==> src/rtl/rob_alloc_ctrl_if.sv <==
`default_nettype none
// ============================================================================
// Module   : rob_alloc_ctrl_if
// Brief    : Dispatch/commit handshake bundle between the ID/ROB stage, the
//            ROB storage array and the issue queue.
// Revision : 1.0
// ============================================================================
interface rob_alloc_ctrl_if #(
  parameter int ROB_ADDR_WIDTH = 4
);
  logic                      flush;
  logic                      idrob_valid;
  logic                      iq_ready;
  logic                      head_done;
  logic                      alloc_en;
  logic [ROB_ADDR_WIDTH-1:0] alloc_tag;
  logic                      stall_idrob;
  logic                      commit_en;
  logic [ROB_ADDR_WIDTH-1:0] commit_tag;
  logic [ROB_ADDR_WIDTH:0]   rob_count;
  logic                      rob_full;
  logic                      rob_empty;
  logic                      recovering;

  modport master (
    output flush, idrob_valid, iq_ready, head_done,
    input  alloc_en, alloc_tag, stall_idrob, commit_en, commit_tag,
    input  rob_count, rob_full, rob_empty, recovering
  );

  modport slave (
    input  flush, idrob_valid, iq_ready, head_done,
    output alloc_en, alloc_tag, stall_idrob, commit_en, commit_tag,
    output rob_count, rob_full, rob_empty, recovering
  );
endinterface
`default_nettype wire

==> src/rtl/rob_alloc_ctrl.sv <==
`default_nettype none
// ============================================================================
// Module   : rob_alloc_ctrl
// Brief    : ROB entry allocation/commit control with ID/ROB stall generation
//            and a fixed-length post-flush recovery window.
// Revision : 1.0
// ============================================================================
module rob_alloc_ctrl #(
  parameter int ROB_ADDR_WIDTH = 4,
  parameter int FLUSH_PENALTY  = 2
) (
  input  wire logic        clk,
  input  wire logic        rst,
  rob_alloc_ctrl_if.slave  bus
);
  localparam int c_PTR_W = ROB_ADDR_WIDTH + 1;
  localparam int c_PEN_W = 4;
  localparam logic [c_PEN_W-1:0] c_PENALTY = c_PEN_W'(FLUSH_PENALTY);

  typedef enum logic [0:0] {
    ST_NORMAL  = 1'b0,
    ST_RECOVER = 1'b1
  } state_t;

  state_t               r_state;
  state_t               w_state_nxt;
  logic [c_PEN_W-1:0]   r_pen_cnt;
  logic [c_PEN_W-1:0]   w_pen_cnt_nxt;
  logic [c_PTR_W-1:0]   r_head;
  logic [c_PTR_W-1:0]   r_tail;

  logic w_full;
  logic w_empty;
  logic w_alloc;
  logic w_commit;

  // Wrap bits distinguish full from empty when the index bits coincide.
  assign w_empty = (r_head == r_tail);
  assign w_full  = (r_head[ROB_ADDR_WIDTH-1:0] == r_tail[ROB_ADDR_WIDTH-1:0]) &&
                   (r_head[ROB_ADDR_WIDTH] != r_tail[ROB_ADDR_WIDTH]);

  assign w_alloc  = bus.idrob_valid && bus.iq_ready && !w_full &&
                    (r_state == ST_NORMAL) && !bus.flush;
  assign w_commit = bus.head_done && !w_empty && !bus.flush;

  assign bus.alloc_en    = w_alloc;
  assign bus.alloc_tag   = r_tail[ROB_ADDR_WIDTH-1:0];
  assign bus.stall_idrob = bus.idrob_valid && !w_alloc && !bus.flush;
  assign bus.commit_en   = w_commit;
  assign bus.commit_tag  = r_head[ROB_ADDR_WIDTH-1:0];
  assign bus.rob_count   = r_tail - r_head;
  assign bus.rob_full    = w_full;
  assign bus.rob_empty   = w_empty;
  assign bus.recovering  = (r_state == ST_RECOVER);

  always_comb begin
    w_state_nxt   = r_state;
    w_pen_cnt_nxt = r_pen_cnt;
    case (r_state)
      ST_NORMAL: begin
        if (bus.flush) begin
          w_state_nxt   = ST_RECOVER;
          w_pen_cnt_nxt = c_PENALTY;
        end
      end
      ST_RECOVER: begin
        if (bus.flush) begin
          w_pen_cnt_nxt = c_PENALTY;
        end else if (r_pen_cnt == c_PEN_W'(1)) begin
          w_state_nxt   = ST_NORMAL;
          w_pen_cnt_nxt = '0;
        end else begin
          w_pen_cnt_nxt = r_pen_cnt - c_PEN_W'(1);
        end
      end
      default: begin
        w_state_nxt   = ST_NORMAL;
        w_pen_cnt_nxt = '0;
      end
    endcase
  end

  always_ff @(posedge clk) begin
    if (rst) begin
      r_state   <= ST_NORMAL;
      r_pen_cnt <= '0;
    end else begin
      r_state   <= w_state_nxt;
      r_pen_cnt <= w_pen_cnt_nxt;
    end
  end

  // A flush empties the ROB outright; in-flight alloc/commit are squashed.
  always_ff @(posedge clk) begin
    if (rst || bus.flush) begin
      r_head <= '0;
      r_tail <= '0;
    end else begin
      if (w_alloc) begin
        r_tail <= r_tail + c_PTR_W'(1);
      end
      if (w_commit) begin
        r_head <= r_head + c_PTR_W'(1);
      end
    end
  end
endmodule
`default_nettype wire
==> src/flat_wrapper.sv <==
// flat-port wrapper written by rule: the top's interface ports become plain ports
module rob_alloc_ctrl_flat 
#(
  parameter int ROB_ADDR_WIDTH = 4,
  parameter int FLUSH_PENALTY  = 2
)
  (clk, rst, bus_flush, bus_idrob_valid, bus_iq_ready, bus_head_done, bus_alloc_en, bus_alloc_tag, bus_stall_idrob, bus_commit_en, bus_commit_tag, bus_rob_count, bus_rob_full, bus_rob_empty, bus_recovering);
  rob_alloc_ctrl_if #(.ROB_ADDR_WIDTH(ROB_ADDR_WIDTH)) bus_i ();
  input  wire logic clk;
  input  wire logic rst;
  input wire logic [$bits(bus_i.flush)-1:0] bus_flush;
  input wire logic [$bits(bus_i.idrob_valid)-1:0] bus_idrob_valid;
  input wire logic [$bits(bus_i.iq_ready)-1:0] bus_iq_ready;
  input wire logic [$bits(bus_i.head_done)-1:0] bus_head_done;
  output wire logic [$bits(bus_i.alloc_en)-1:0] bus_alloc_en;
  output wire logic [$bits(bus_i.alloc_tag)-1:0] bus_alloc_tag;
  output wire logic [$bits(bus_i.stall_idrob)-1:0] bus_stall_idrob;
  output wire logic [$bits(bus_i.commit_en)-1:0] bus_commit_en;
  output wire logic [$bits(bus_i.commit_tag)-1:0] bus_commit_tag;
  output wire logic [$bits(bus_i.rob_count)-1:0] bus_rob_count;
  output wire logic [$bits(bus_i.rob_full)-1:0] bus_rob_full;
  output wire logic [$bits(bus_i.rob_empty)-1:0] bus_rob_empty;
  output wire logic [$bits(bus_i.recovering)-1:0] bus_recovering;
  assign bus_i.flush = bus_flush;
  assign bus_i.idrob_valid = bus_idrob_valid;
  assign bus_i.iq_ready = bus_iq_ready;
  assign bus_i.head_done = bus_head_done;
  assign bus_alloc_en = bus_i.alloc_en;
  assign bus_alloc_tag = bus_i.alloc_tag;
  assign bus_stall_idrob = bus_i.stall_idrob;
  assign bus_commit_en = bus_i.commit_en;
  assign bus_commit_tag = bus_i.commit_tag;
  assign bus_rob_count = bus_i.rob_count;
  assign bus_rob_full = bus_i.rob_full;
  assign bus_rob_empty = bus_i.rob_empty;
  assign bus_recovering = bus_i.recovering;
  rob_alloc_ctrl #(.ROB_ADDR_WIDTH(ROB_ADDR_WIDTH), .FLUSH_PENALTY(FLUSH_PENALTY)) u_core (.clk(clk), .rst(rst), .bus(bus_i));
endmodule
==> config.mk <==
export PLATFORM = sky130hd
export DESIGN_NAME = rob_alloc_ctrl_flat
export DESIGN_NICKNAME = d
export VERILOG_FILES = /design/src/rtl/rob_alloc_ctrl_if.sv /design/src/rtl/rob_alloc_ctrl.sv /design/src/flat_wrapper.sv
export SDC_FILE = /design/constraint.sdc
export NUM_CORES = 1
export LEC_CHECK = 0
export CAP_MARGIN = 5
export CORE_UTILIZATION = 47
export CTS_CLUSTER_DIAMETER = 50
export DETAILED_ROUTE_END_ITERATION = 10
export PLACE_DENSITY = 0.82
export SLEW_MARGIN = 40
export SYNTH_ARGS = -nofsm -noshare
export SYNTH_HDL_FRONTEND = slang
export SYNTH_SLANG_ARGS = --single-unit
==> constraint.sdc <==
create_clock -name clk -period 2.03 [get_ports clk]
set_clock_uncertainty 0.2 [all_clocks]
set_input_delay 0.3045 -clock clk [delete_from_list [all_inputs] [get_ports clk]]
set_output_delay 0.3045 -clock clk [all_outputs]
set_load 0.05 [all_outputs]
==> results.md <==
- Met3 wire length: 150 µm
- R2R Setup Slk: 70 ps
- Worst Max-Slew Pin Slew: 347 ps
- Failing checks: setup timing
- Share of layout cells above drive strength 1: 54.3%
- # Max-Cap Violations: 0
- Leak: 0.000708 µW
- Top_reg_cell synth: dfxtp_1
- Slowest-stage cell, CP: dfxtp_2
- Top Ports: 25
- Synth Instances: 107
- DP Wirelength: 1800 µm
- Core Area: 1800 µm²
- Crit Path Max Fanout: 2
- Largest net degree at the start of global routing: 14
- Antenna diodes: 0
- Post-synthesis sequential area ratio: 31.6%
- DR vias: 944
- Critical path arrival: 1900 ps
- GRT Total Usage: 30.5%
- CTS Root Buffer Type: clkbuf_4
- Hold Crit Class: flop to flop
- Seq cells post-synth: 15
- Most Frequent Cell on Critical Path: inv_2
- Post-DR wirelength/cell: 17.6 µm
- CTS Sinks: 15
- Die Height: 47.0 µm
- Hold_buf cts: 0
- Worst setup SP type: flop
- Ys Warns: 0
- Worst Path Required: 1530 ps
- Clock Latency Late Sink: 300 ps
- CTS max path bufs: 2
- Congestion Overflow GR: 0
- Tmin final: 2410 ps
- Port bufs: 24
- Non-filler cells, final: 176
- Setup_tns: -1280 ps
- Wl on met1: 1260 µm
- Max Fclk: 416 MHz
- Pre-Repair DR Iteration Count: 4
- FP Rows: 15
- Fin worst setup slack: -375 ps
- Metal2 WL: 1610 µm
- Yosys cell types: 30
- Max VDD drop: 441 µV
- Syn nets: 122
- # DRC: 0
- Final count of negative-setup-slack endpoints: 9
- # fillers: 80
- Buffer and inverter count on the worst path: 3
- DRT iter0 DRCs: 20
- Unrepaired setup endpoints after global routing: yes
- Via density: 5.36
- Die area: 2210 µm²
- Design Power: 597 µW
- Nets: 167
- Mapped cell area: 951 µm²
- Fin crit share: 118%
- Post-route ant nets: 0
- Most frequent cells in the layout: buf_4, nor2_1, buf_12, dfxtp_1, buf_6
- Antenna violations before repair: 0
- Initial Util: 52.8%
- WS Path Type: flop to output pin
- CP max stage delay: 340 ps
- TritonCTS clock tree: done
- Status: complete, but fails checks
- Die X: 47.0 µm
- Min Hold Slack: 349 ps
- Top sig layer: met4
- H-tree depth: 1
- Routability Congestion: 0.783
- Pins Over Slew Limit: 0
- CP Capture Type: output pin
- Cell Pwr Density: 368 nW/µm²
- Routed wire length: 3090 µm
- First-pass GRT wire length: 4470 µm
- Post-synth ARST share: 0%
- Commonest non-fill, non-tap cell in the layout: buf_4
- Slew HR: 76.7%
- Vias in the first global route: 937
- Area grow syn2layout: 70.4%
- EDFF count, synth: 0
- Reg clk slew, reported paths: 90 ps
- CP Cell Sequence: inv_2 -> ha_4 -> inv_2 -> fa_2 -> a21o_1 -> a21oi_2 -> xnor2_2 -> buf_12
- Syn Area/Cell: 8.89 µm²
- Placed insts: 164
- Total CTS buffers: 3
- Crit path max-delay family: adder cells
- Hold violation total from the final report: 0
## per-layer routing
| layer | GRT usage, % | vias up |
|---|---|---|
| met2 | 53.3 | 31 |
| met1 | 32.4 | 455 |
| li1 | - | 446 |
| met3 | 13.1 | 12 |
| met4 | 11.4 | 0 |
| met5 | 0 | - |
## metrics by stage
stage          setup WS, ps  utilization, %  cell area [µm²]
2_1_floorplan          -157               -              995
3_3_place_gp           -107            77.4             1400
3_5_place_dp           -169            77.4             1400
4_1_cts                -374            88.0             1590
5_1_grt                -432            89.9             1620
6_report               -375            89.9             1620
## worst paths after layout
path / startpoint / depth (start not counted) / to
worst max-delay path: u_core.r_tail[0] / 8 / bus_rob_count[4]
worst min-delay path: u_core.r_pen_cnt[3] / 2 / u_core.r_pen_cnt[3]
worst max register to register: u_core.r_head[2] / 9 / u_core.r_tail[1]
worst min register to register: u_core.r_pen_cnt[3] / 2 / u_core.r_pen_cnt[3]
## worst min-delay path, cell delays in order, from the launching register on
cell and delay [ps]:
dfxtp_1 360, a21oi_1 80, nor2_1 80
## sequential cells by signal (all words and copies together) (netlist names)
| signal | count |
|---|---|
| u_core.r_tail | 5 |
| u_core.r_pen_cnt | 4 |
| u_core.bus.recovering | 1 |
| u_core.r_head | 5 |
## report_power, final
group,internal (µW),switching (µW),total (µW)
clock network,73.5,104,177
logic,53.8,60.7,115
registers,299,6.07,305
## synthesized netlist by cell type (2+ instances only)
library cell | instances | area share (%)
nand2_1 | 2 | 0.79
and3_1 | 3 | 2.0
o21ai_2 | 2 | 1.8
inv_1 | 10 | 3.9
a21oi_1 | 7 | 3.7
a21o_1 | 2 | 1.6
o211ai_1 | 4 | 3.2
buf_4 | 8 | 6.3
ha_1 | 8 | 11
nor2_1 | 15 | 5.9
dfxtp_1 | 15 | 32
mux2i_1 | 2 | 2.1
xnor2_1 | 5 | 4.6
xor2_1 | 6 | 5.5
o21ai_0 | 3 | 1.6
## cell families (layout without fill, tap and decap cells)
family                     after synthesis  count (layout)  share of synthesized area [%]
xor gates and xnor gates                12              12                           11.8
DFF                                     15              15                           31.6
and+or+nand+nor                         30              30                           17.2
muxes                                    3               3                           3.29
AOI/OAI and AO/OA                       19              19                           12.8
adders and majority gates                9               9                           12.6
buffers and inverters                   19              63                           10.7
## cell type report
cell class              count  area (µm²)  share of cell area [%]
multi-input cells          73         689                    42.5
repair buffers             49         519                    32.0
flip-flops and latches     15         310                    19.2
inverters                  10        42.5                    2.63
well taps                  25        31.3                    1.93
clock buffers               3        22.5                    1.39
clock inverters             1        5.00                   0.309
## timing repair
item | CTS | global route
gates resized for setup | 30 | 5
endpoints found under the setup margin | 9 | 9
setup buffers | 5 | 3
pin swaps | 14 | 9
endpoints found under the hold margin | 0 | 0
Power figures use the tool's default switching activity.
